File: src/rtl/aoc_day3_pkg.sv
// Shared types and sizing helpers for the Day 3 wire-tracing datapath.
// No logic and no latency; holds only declarations.
// No flow control; consumers import what they need.
package aoc_day3_pkg;

    localparam int CELL_W_DEFAULT    = 32;
    localparam int WIN_DEPTH_DEFAULT = 4;

    typedef logic [CELL_W_DEFAULT-1:0] cell_t;

    // Next-value source for one history slot when it loads.
    typedef enum logic [1:0] {
        SLOT_SEL_PREV = 2'd0,  // take the neighbour nearer slot 0
        SLOT_SEL_IN   = 2'd1,  // take the freshly pushed value
        SLOT_SEL_WRAP = 2'd2   // take the oldest slot (rotate into slot 0)
    } slot_sel_e;

    // Width of an occupancy counter that must represent 0..depth.
    function automatic int cnt_w(input int depth);
        return $clog2(depth + 1);
    endfunction

endpackage

File: src/rtl/cell_window_slot.sv
// One history slot: a data register plus its valid bit with a three-way load mux.
// Latency: loaded value appears one clk after load_i; clear/rst zero it on the same edge.
// No backpressure; the slot loads whenever load_i is high.
module cell_window_slot
    import aoc_day3_pkg::*;
#(
    parameter int WIDTH = CELL_W_DEFAULT
) (
    input  logic             clk,
    input  logic             rst,
    input  logic             clear_i,
    input  logic             load_i,
    input  slot_sel_e        sel_i,
    input  logic [WIDTH-1:0] in_data_i,
    input  logic [WIDTH-1:0] prev_data_i,
    input  logic             prev_vld_i,
    input  logic [WIDTH-1:0] wrap_data_i,
    input  logic             wrap_vld_i,
    output logic [WIDTH-1:0] data_o,
    output logic             vld_o
);

    logic [WIDTH-1:0] data_q, data_d;
    logic             vld_q, vld_d;

    // Select the slot's next contents; hold when not loading.
    always_comb begin
        data_d = data_q;
        vld_d  = vld_q;
        if (load_i) begin
            case (sel_i)
                SLOT_SEL_IN: begin
                    data_d = in_data_i;
                    vld_d  = 1'b1;
                end
                SLOT_SEL_WRAP: begin
                    data_d = wrap_data_i;
                    vld_d  = wrap_vld_i;
                end
                default: begin
                    data_d = prev_data_i;
                    vld_d  = prev_vld_i;
                end
            endcase
        end
    end

    // Slot register; reset and clear both zero the data so invalid slots read 0.
    always_ff @(posedge clk) begin
        if (rst || clear_i) begin
            data_q <= '0;
            vld_q  <= 1'b0;
        end else begin
            data_q <= data_d;
            vld_q  <= vld_d;
        end
    end

    assign data_o = data_q;
    assign vld_o  = vld_q;

endmodule

File: src/rtl/cell_window_shifter.sv
// History window of the last DEPTH pushed cells (slot 0 newest) with eviction and rotate.
// Latency: every output is registered, one clk after the command is sampled.
// No backpressure; accepts one push per cycle indefinitely, evicting the oldest when full.
module cell_window_shifter
    import aoc_day3_pkg::*;
#(
    parameter int WIDTH = CELL_W_DEFAULT,
    parameter int DEPTH = WIN_DEPTH_DEFAULT
) (
    input  logic                      clk,
    input  logic                      rst,
    input  logic [WIDTH-1:0]          in_data,
    input  logic                      push,
    input  logic                      rotate,
    input  logic                      clear,
    output logic [WIDTH*DEPTH-1:0]    window,
    output logic [DEPTH-1:0]          valid,
    output logic [cnt_w(DEPTH)-1:0]   count,
    output logic                      full,
    output logic                      written,
    output logic [WIDTH-1:0]          evict_data,
    output logic                      evict_valid
);

    localparam int CW = cnt_w(DEPTH);

    logic [WIDTH-1:0] slot_dat [DEPTH];
    logic [DEPTH-1:0] slot_vld;

    logic             load;
    logic             rot_en;
    slot_sel_e        head_sel;

    logic [CW-1:0]    count_q, count_d;
    logic [WIDTH-1:0] evict_data_q, evict_data_d;
    logic             evict_valid_q, evict_valid_d;

    // Status flags come only from registered state, never from this cycle's inputs.
    assign full    = (count_q == CW'(DEPTH));
    assign written = |slot_vld;

    // Priority decode: clear beats push beats rotate; rotate needs a full window.
    always_comb begin
        rot_en   = rotate && !push && full;
        load     = !clear && (push || rot_en);
        head_sel = push ? SLOT_SEL_IN : SLOT_SEL_WRAP;
    end

    for (genvar i = 0; i < DEPTH; i++) begin : g_slot
        if (i == 0) begin : g_head
            cell_window_slot #(.WIDTH(WIDTH)) u_slot (
                .clk         (clk),
                .rst         (rst),
                .clear_i     (clear),
                .load_i      (load),
                .sel_i       (head_sel),
                .in_data_i   (in_data),
                .prev_data_i (in_data),
                .prev_vld_i  (1'b1),
                .wrap_data_i (slot_dat[DEPTH-1]),
                .wrap_vld_i  (slot_vld[DEPTH-1]),
                .data_o      (slot_dat[i]),
                .vld_o       (slot_vld[i])
            );
        end else begin : g_body
            cell_window_slot #(.WIDTH(WIDTH)) u_slot (
                .clk         (clk),
                .rst         (rst),
                .clear_i     (clear),
                .load_i      (load),
                .sel_i       (SLOT_SEL_PREV),
                .in_data_i   (in_data),
                .prev_data_i (slot_dat[i-1]),
                .prev_vld_i  (slot_vld[i-1]),
                .wrap_data_i (slot_dat[DEPTH-1]),
                .wrap_vld_i  (slot_vld[DEPTH-1]),
                .data_o      (slot_dat[i]),
                .vld_o       (slot_vld[i])
            );
        end
        assign window[i*WIDTH +: WIDTH] = slot_dat[i];
    end

    // Occupancy and eviction next-state; a push into a full window evicts the oldest cell.
    always_comb begin
        count_d       = count_q;
        evict_data_d  = evict_data_q;
        evict_valid_d = 1'b0;
        if (push) begin
            if (full) begin
                evict_data_d  = slot_dat[DEPTH-1];
                evict_valid_d = 1'b1;
            end else begin
                count_d = count_q + CW'(1);
            end
        end
    end

    // Count and eviction registers; clear flushes them like reset.
    always_ff @(posedge clk) begin
        if (rst || clear) begin
            count_q       <= '0;
            evict_data_q  <= '0;
            evict_valid_q <= 1'b0;
        end else begin
            count_q       <= count_d;
            evict_data_q  <= evict_data_d;
            evict_valid_q <= evict_valid_d;
        end
    end

    assign valid       = slot_vld;
    assign count       = count_q;
    assign evict_data  = evict_data_q;
    assign evict_valid = evict_valid_q;

endmodule

File: config.mk
export PLATFORM = sky130hd
export DESIGN_NAME = cell_window_shifter
export DESIGN_NICKNAME = d
export VERILOG_FILES = /design/src/rtl/aoc_day3_pkg.sv /design/src/rtl/cell_window_slot.sv /design/src/rtl/cell_window_shifter.sv
export SDC_FILE = /design/constraint.sdc
export NUM_CORES = 1
export LEC_CHECK = 0
export BUFFER_PORTS_ARGS = -buffer_cell sky130_fd_sc_hd__buf_2
export CORE_AREA = 5 5 94 183
export CTS_BUF_LIST = sky130_fd_sc_hd__clkbuf_8 sky130_fd_sc_hd__clkbuf_16
export CTS_CLUSTER_SIZE = 8
export DETAILED_ROUTE_END_ITERATION = 8
export DIE_AREA = 0 0 99 188
export PLACE_DENSITY = 0.75
export SLEW_MARGIN = 15
export SYNTH_ARGS = -nofsm -noshare
export SYNTH_HDL_FRONTEND = slang
export SYNTH_HIERARCHICAL = 1
export SYNTH_SLANG_ARGS = --single-unit
File: constraint.sdc
create_clock -name clk -period 1.9 [get_ports clk]
set_input_delay 0.285 -clock clk [delete_from_list [all_inputs] [get_ports clk]]
set_output_delay 0.285 -clock clk [all_outputs]
set_load 0.03 [all_outputs]
Word-level counts from Yosys, hierarchy flattened. Cells that the tools add are included.

Register bits: 168. Bits of input ports: 37. Output and inout bits: 170. Word-level logic and storage cells: 31.

$add $sub $neg: 1. Equality and inequality tests: 2. Mux-type cells: 4. Bitwise operators: 2. Reductions and logical operators: 11.

Operator list (number): $mux 32 (1); $reduce_and 2->1 (2); $reduce_or 4->1 (1); $add 3x1->3 const B (1); $eq 3x3->1 const B (1); $logic_and 1x1->1 (3); $eq 2x2->1 const B (1); $logic_not 1->1 (2); $logic_or 1x1->1 (2); $mux 1 (2); $mux 2 (1); $not 1->1 (2); $reduce_or 2->1 (1).

Depth between registers and ports, before layout.
Depth after elaboration: 5. Mapped depth: 9. Mapped depth without buffers: 7.

Cells and area by module. The synthesis kept the hierarchy.

Modules (own cells, without submodules): cell_window_slot (times used 4, cells each 164, area an instance 1562.7 µm²); cell_window_shifter (times used 1, cells each 175, area an instance 1984.4 µm²).

Least setup slack after synthesis. Ideal clock, no wire load.

Path kind: reg-to-reg. From: reg count_q[0], in the netlist count[0]. To: reg g_slot[0].g_head.u_slot.data_q[0]. Setup time: 125 ps. Data arrival time: 1725 ps. Data required time: 1775 ps. Slack: 50 ps. Cell stages (with the launch flop): 10. Path buffers: 2. Period minus slack after synthesis: 1850 ps. Path through: dfxtp_1 inv_1 ha_1 nand3_1 a21oi_1 buf_4 nand2b_4 buf_4 a221oi_1 nor3_1.

Cells in the longest elaborated chain, start to end: 4.

RTL lines: from (decl) (line cell_window_shifter.sv:34) `logic [CW-1:0] count_q, count_d;`; from (signal assigned) (line cell_window_shifter.sv:106) `count_q <= count_d;`; $eq 3x3->1 (line cell_window_shifter.sv:39) `assign full = (count_q == CW'(DEPTH));`; $logic_and 1x1->1 (line cell_window_shifter.sv:44) `rot_en = rotate && !push && full;`; $logic_or 1x1->1 (line cell_window_shifter.sv:45) `load = !clear && (push || rot_en);`; $logic_and 1x1->1 (line cell_window_shifter.sv:45); named net load (line cell_window_shifter.sv:30) `logic load;`; to (signal assigned) (line cell_window_slot.sv:54) `data_q <= data_d;`; to (decl) (line cell_window_slot.sv:23) `logic [WIDTH-1:0] data_q, data_d;`.

The timed path passes the listed nets, and every way through them passes these cells. A chain may end at the register's enable or synchronous reset.

Final worst setup path.
From: reg count_q[0], in the netlist count[0]. To: reg g_slot[3].g_body.u_slot.data_q[17].

Cells in the longest elaborated chain, start to end: 4.

RTL lines (line): $eq 3x3->1 (cell_window_shifter.sv:39); $logic_and 1x1->1 (cell_window_shifter.sv:44); $logic_or 1x1->1 (cell_window_shifter.sv:45); $logic_and 1x1->1 (cell_window_shifter.sv:45); named net load (cell_window_shifter.sv:30); to (signal assigned) (cell_window_slot.sv:54); to (decl) (cell_window_slot.sv:23).

The timed path passes the listed nets, and every way through them passes these cells.

==> summary.md <==
| Metric | Value |
|---|---|
| Result of the run | finished clean |
| Count of distinct cell types in the synthesized netlist | 33 |
| Sw Share | 0.2985 |
| Top_reg_cell synth | sky130_fd_sc_hd__dfxtp_1 |
| I/O pin cnt | 207 |
| Largest net degree at the start of global routing | a little under 60 |
| Sequential fraction of the synthesis area | 0.4084 |
| Die Y | roughly 190 µm |
| Number of hold buffers added after CTS | 0 |
| Slowest stage cell, crit path | sky130_fd_sc_hd__dfxtp_1 |
| Transition time at the pin with the least slew margin | about 0.83 ns |
| Share of synthesized registers carrying an async set or reset | 0 |
| Final Hold Fails | 0 |
| Worst Setup Start Kind | flop |
| Number of warning messages in the yosys log | 6 |
| Total instance count after detailed placement | approximately 1200 |
| Clk_lat worst skew | between 0.4 and 0.5 ns |
| Total number of H-tree levels | 4 |
| Cell Chain, Critical Path | inv_1 > ha_1 > nand3_2 > a21oi_4 > buf_12 > buf_16 > o22ai_1 > nor3_1 |
| Count of unresolved DRC violations after routing | 0 |
| Final number of max-transition violations | 0 |
| Switching power of the nets | ~2500 µW |
| Wire length of the first global-routing pass | approximately 46000 µm |
| Area growth from synthesis to final layout | 19.92% |
| Post-layout instance count excluding filler cells | about 1200 |
| Gate Count Post-Synth | a little over 800 |
| Total Neg Setup Slack | 0 ns |
| Average routed wire per standard cell | between 20 and 25 µm |
| Number of detailed-route iterations in the first pass | 6 |
| Power density over cell area | about 850 nW/µm² |
| Synthesized flop and latch total | 168 |
| Largest delay contributor family on the critical path | buffers and inverters |
| Die footprint | approximately 19000 µm² |
| CTS tree | yes |
| Chip Width | 99 µm |
| Core Footprint | 15700 µm² |
| Remaining antenna violation count | 0 |
| Period utilization | 0.9520 |
| Most common cell after layout, fill and taps aside | sky130_fd_sc_hd__buf_2 |
| Post-synth EDFFs | 0 |
| Top achievable clock speed | 0.5528 GHz |
| Total Routing Usage GR | 0.3054 |
| Data arrival time of the critical path | around 2.1 ns |
| Sequential share of power | 0.448 |
| Total wirelength of the detailed-routed design | approximately 30000 µm |
| Cell area after synthesis | just over 8000 µm² |
| DR vias/cell | around 7 |
| Port buffer count | 206 |
| Via count | between 8000 and 9000 |
| Number of sinks on the clock net | 168 |
| Post-Route Hold Slack | roughly 0.22 ns |
| Number of global-route vias before repair | a little over 8000 |
| # Max-Cap Violations | 0 |
| Worst slew margin | 0.4437 |
| Number of core rows | 65 |
| Worst Skew | just under 0.009 ns |
| Worst vdd rail ir drop | slightly below 0.7 mV |
| Kind of capture point of the worst setup path | flop |
| Clk pin slew, worst setup/hold paths | approximately 0.070 ns |
| Total of endpoints with negative setup slack in the final report | 0 |
| Number of antenna violations at the first check in global routing | 1 |
| Commonest non-fill, non-tap cells in the layout | sky130_fd_sc_hd__buf_2 (206), sky130_fd_sc_hd__dfxtp_1 (168), sky130_fd_sc_hd__o22ai_1 (124) |
| Number of CTS-inserted buffers | 17 |
| Tightest Hold Check Type | in -> reg |
| Maximum net fanout on the critical path | between 50 and 60 |
| Cell leakage power | around 0.0041 µW |
| Effective utilization at floorplan | 0.5247 |
| Startpoint-to-endpoint class of the critical path | reg -> reg |
| RD Place Congestion | roughly 0.86 |
| Proportion of layout cells with a drive suffix above 1 | 0.3370 |
| 1st-iter DRT viols | 910 |
| Delay of the slowest cell on the worst path | ~0.31 ns |
| Buffers plus inverters on the worst setup path | 3 |
| Overflow left after global routing | 0 |
| Share of total power in the clock network | 0.395 |
| Final worst path period need | approximately 1.8 ns |
| Root Driver | sky130_fd_sc_hd__clkbuf_16 |
| Synthesized area divided by synthesized cell count | roughly 9.9 µm² |
| Buffer levels on the longest clock path | 2 |
| Post-Layout Inst Area | ~10000 µm² |
| # nets final | approximately 1000 |
| Internal Power | between 5000 and 6000 µW |
| Share of power burned in combinational logic | 0.157 |
| CP Data Required Time | 2.23 ns |
| PnR Total Power | about 8400 µW |
| Total half-perimeter wirelength after legalization and detailed placement | ~19000 µm |
| Post-placement cell area | about 9200 µm² |
[through the flow]
step / utilization / setup slack, ns
2_1_floorplan: - / 0.05039
3_3_place_gp: 0.5834 / 0.01465
3_5_place_dp: 0.5834 / -0.04285
4_1_cts: 0.6195 / 0.04322
5_1_grt: 0.6292 / -0.007131
6_report: 0.6292 / 0.09116
[layout make-up]
class,count,area (µm²)
inverter,11,41.29
fill,1348,5821
clock buffer,17,425.4
antenna,1,2.502
tap,201,251.5
multi-input combinational,558,4227
sequential,168,3363
clock inverter,14,127.6
timing repair buffer,244,1438
[power by group through the flow]
stage | clock network (µW) | logic [µW] | registers, µW
6_report | 3300 | 1310 | 3740
3_5_place_dp | 0 | 1160 | 3810
5_1_grt | 3470 | 1380 | 3750
3_3_place_gp | 0 | 1150 | 3810
4_1_cts | 3320 | 1170 | 3730
2_1_floorplan | 0 | 704 | 3970
[sequential cells by signal, indices dropped and copies added (netlist names)]
signal and count:
g_slot.g_body.u_slot/data_o 96, evict_data 32, g_slot.g_head.u_slot/data_o 32, count 3
g_slot.g_body.u_slot/vld_o 3, evict_valid 1, g_slot.g_head.u_slot/vld_o 1
[final timing paths]
path	startpoint	endpoint	slack [ns]	cells after the start
hold reg to reg	g_slot[2].g_body.u_slot/vld_o$_SDFFE_PP0P_	g_slot[2].g_body.u_slot/vld_o$_SDFFE_PP0P_	0.51	2
setup / recovery	count[0]$_SDFFE_PP0P_	g_slot[3].g_body.u_slot/data_o[17]$_SDFFE_PP0P_	0.09	8
hold / removal	in_data[21]	g_slot[0].g_head.u_slot/data_o[21]$_SDFFE_PP0P_	0.22	3
setup reg to reg	count[0]$_SDFFE_PP0P_	g_slot[3].g_body.u_slot/data_o[17]$_SDFFE_PP0P_	0.09	8
[what timing repair did]
action,in CTS,in global routing
cloned,1,4
resized for setup,1,9
endpoints found under the setup margin,30,107
endpoints found under the hold margin,0,0
buffers inserted,0,4
pin swaps,0,1
[per-layer routing]
layer	part of all wire	GRT usage
met1	0.35	0.3424
met2	0.50	0.5140
met3	0.092	0.05659
met4	0.059	0.2083
met5	0	0
[worst min-delay path, stage by stage]
cell                      delay (ns)
sky130_fd_sc_hd__buf_2          0.13
sky130_fd_sc_hd__o22ai_1        0.12
sky130_fd_sc_hd__nor3_1         0.06
[kinds of logic (layout without fill, tap and decap cells)]
| logic type | after synthesis | count (layout) | synth area share |
|---|---|---|---|
| compound gates | 267 | 267 | 0.2476 |
| simple gates | 231 | 234 | 0.1743 |
| flops | 168 | 168 | 0.4084 |
| buf+inv | 119 | 286 | 0.09389 |
| mux | 34 | 34 | 0.05971 |
| fa+ha+maj | 10 | 10 | 0.01519 |
| other cells | 2 | 14 | 0.0009119 |
[synth_stat cells, types with 3 or more instances]
master | instances | area [µm²]
sky130_fd_sc_hd__a21oi_1 | 6 | 30.03
sky130_fd_sc_hd__nand2_1 | 4 | 15.01
sky130_fd_sc_hd__o22ai_1 | 124 | 775.7
sky130_fd_sc_hd__dfxtp_1 | 168 | 3363
sky130_fd_sc_hd__buf_12 | 3 | 60.06
sky130_fd_sc_hd__a221oi_1 | 120 | 1051
sky130_fd_sc_hd__nor3_1 | 121 | 605.6
sky130_fd_sc_hd__buf_6 | 17 | 191.4
sky130_fd_sc_hd__a221oi_2 | 8 | 120.1
sky130_fd_sc_hd__o21ai_0 | 4 | 20.02
sky130_fd_sc_hd__nand2b_4 | 4 | 55.05
sky130_fd_sc_hd__inv_1 | 11 | 41.29
sky130_fd_sc_hd__buf_4 | 17 | 127.6
sky130_fd_sc_hd__ha_1 | 10 | 125.1
sky130_fd_sc_hd__a211o_1 | 4 | 35.03
sky130_fd_sc_hd__clkbuf_2 | 4 | 20.02
sky130_fd_sc_hd__nor3b_1 | 68 | 510.5
sky130_fd_sc_hd__mux2_2 | 5 | 56.30
sky130_fd_sc_hd__buf_2 | 65 | 325.3
sky130_fd_sc_hd__or2_1 | 4 | 25.02
sky130_fd_sc_hd__nand3_1 | 5 | 25.02
sky130_fd_sc_hd__nand3b_1 | 4 | 30.03
sky130_fd_sc_hd__mux2_4 | 29 | 435.4
sky130_fd_sc_hd__nor3_2 | 8 | 80.08
sky130_fd_sc_hd__nand2b_1 | 8 | 50.05
Power figures use the tool's default switching activity.
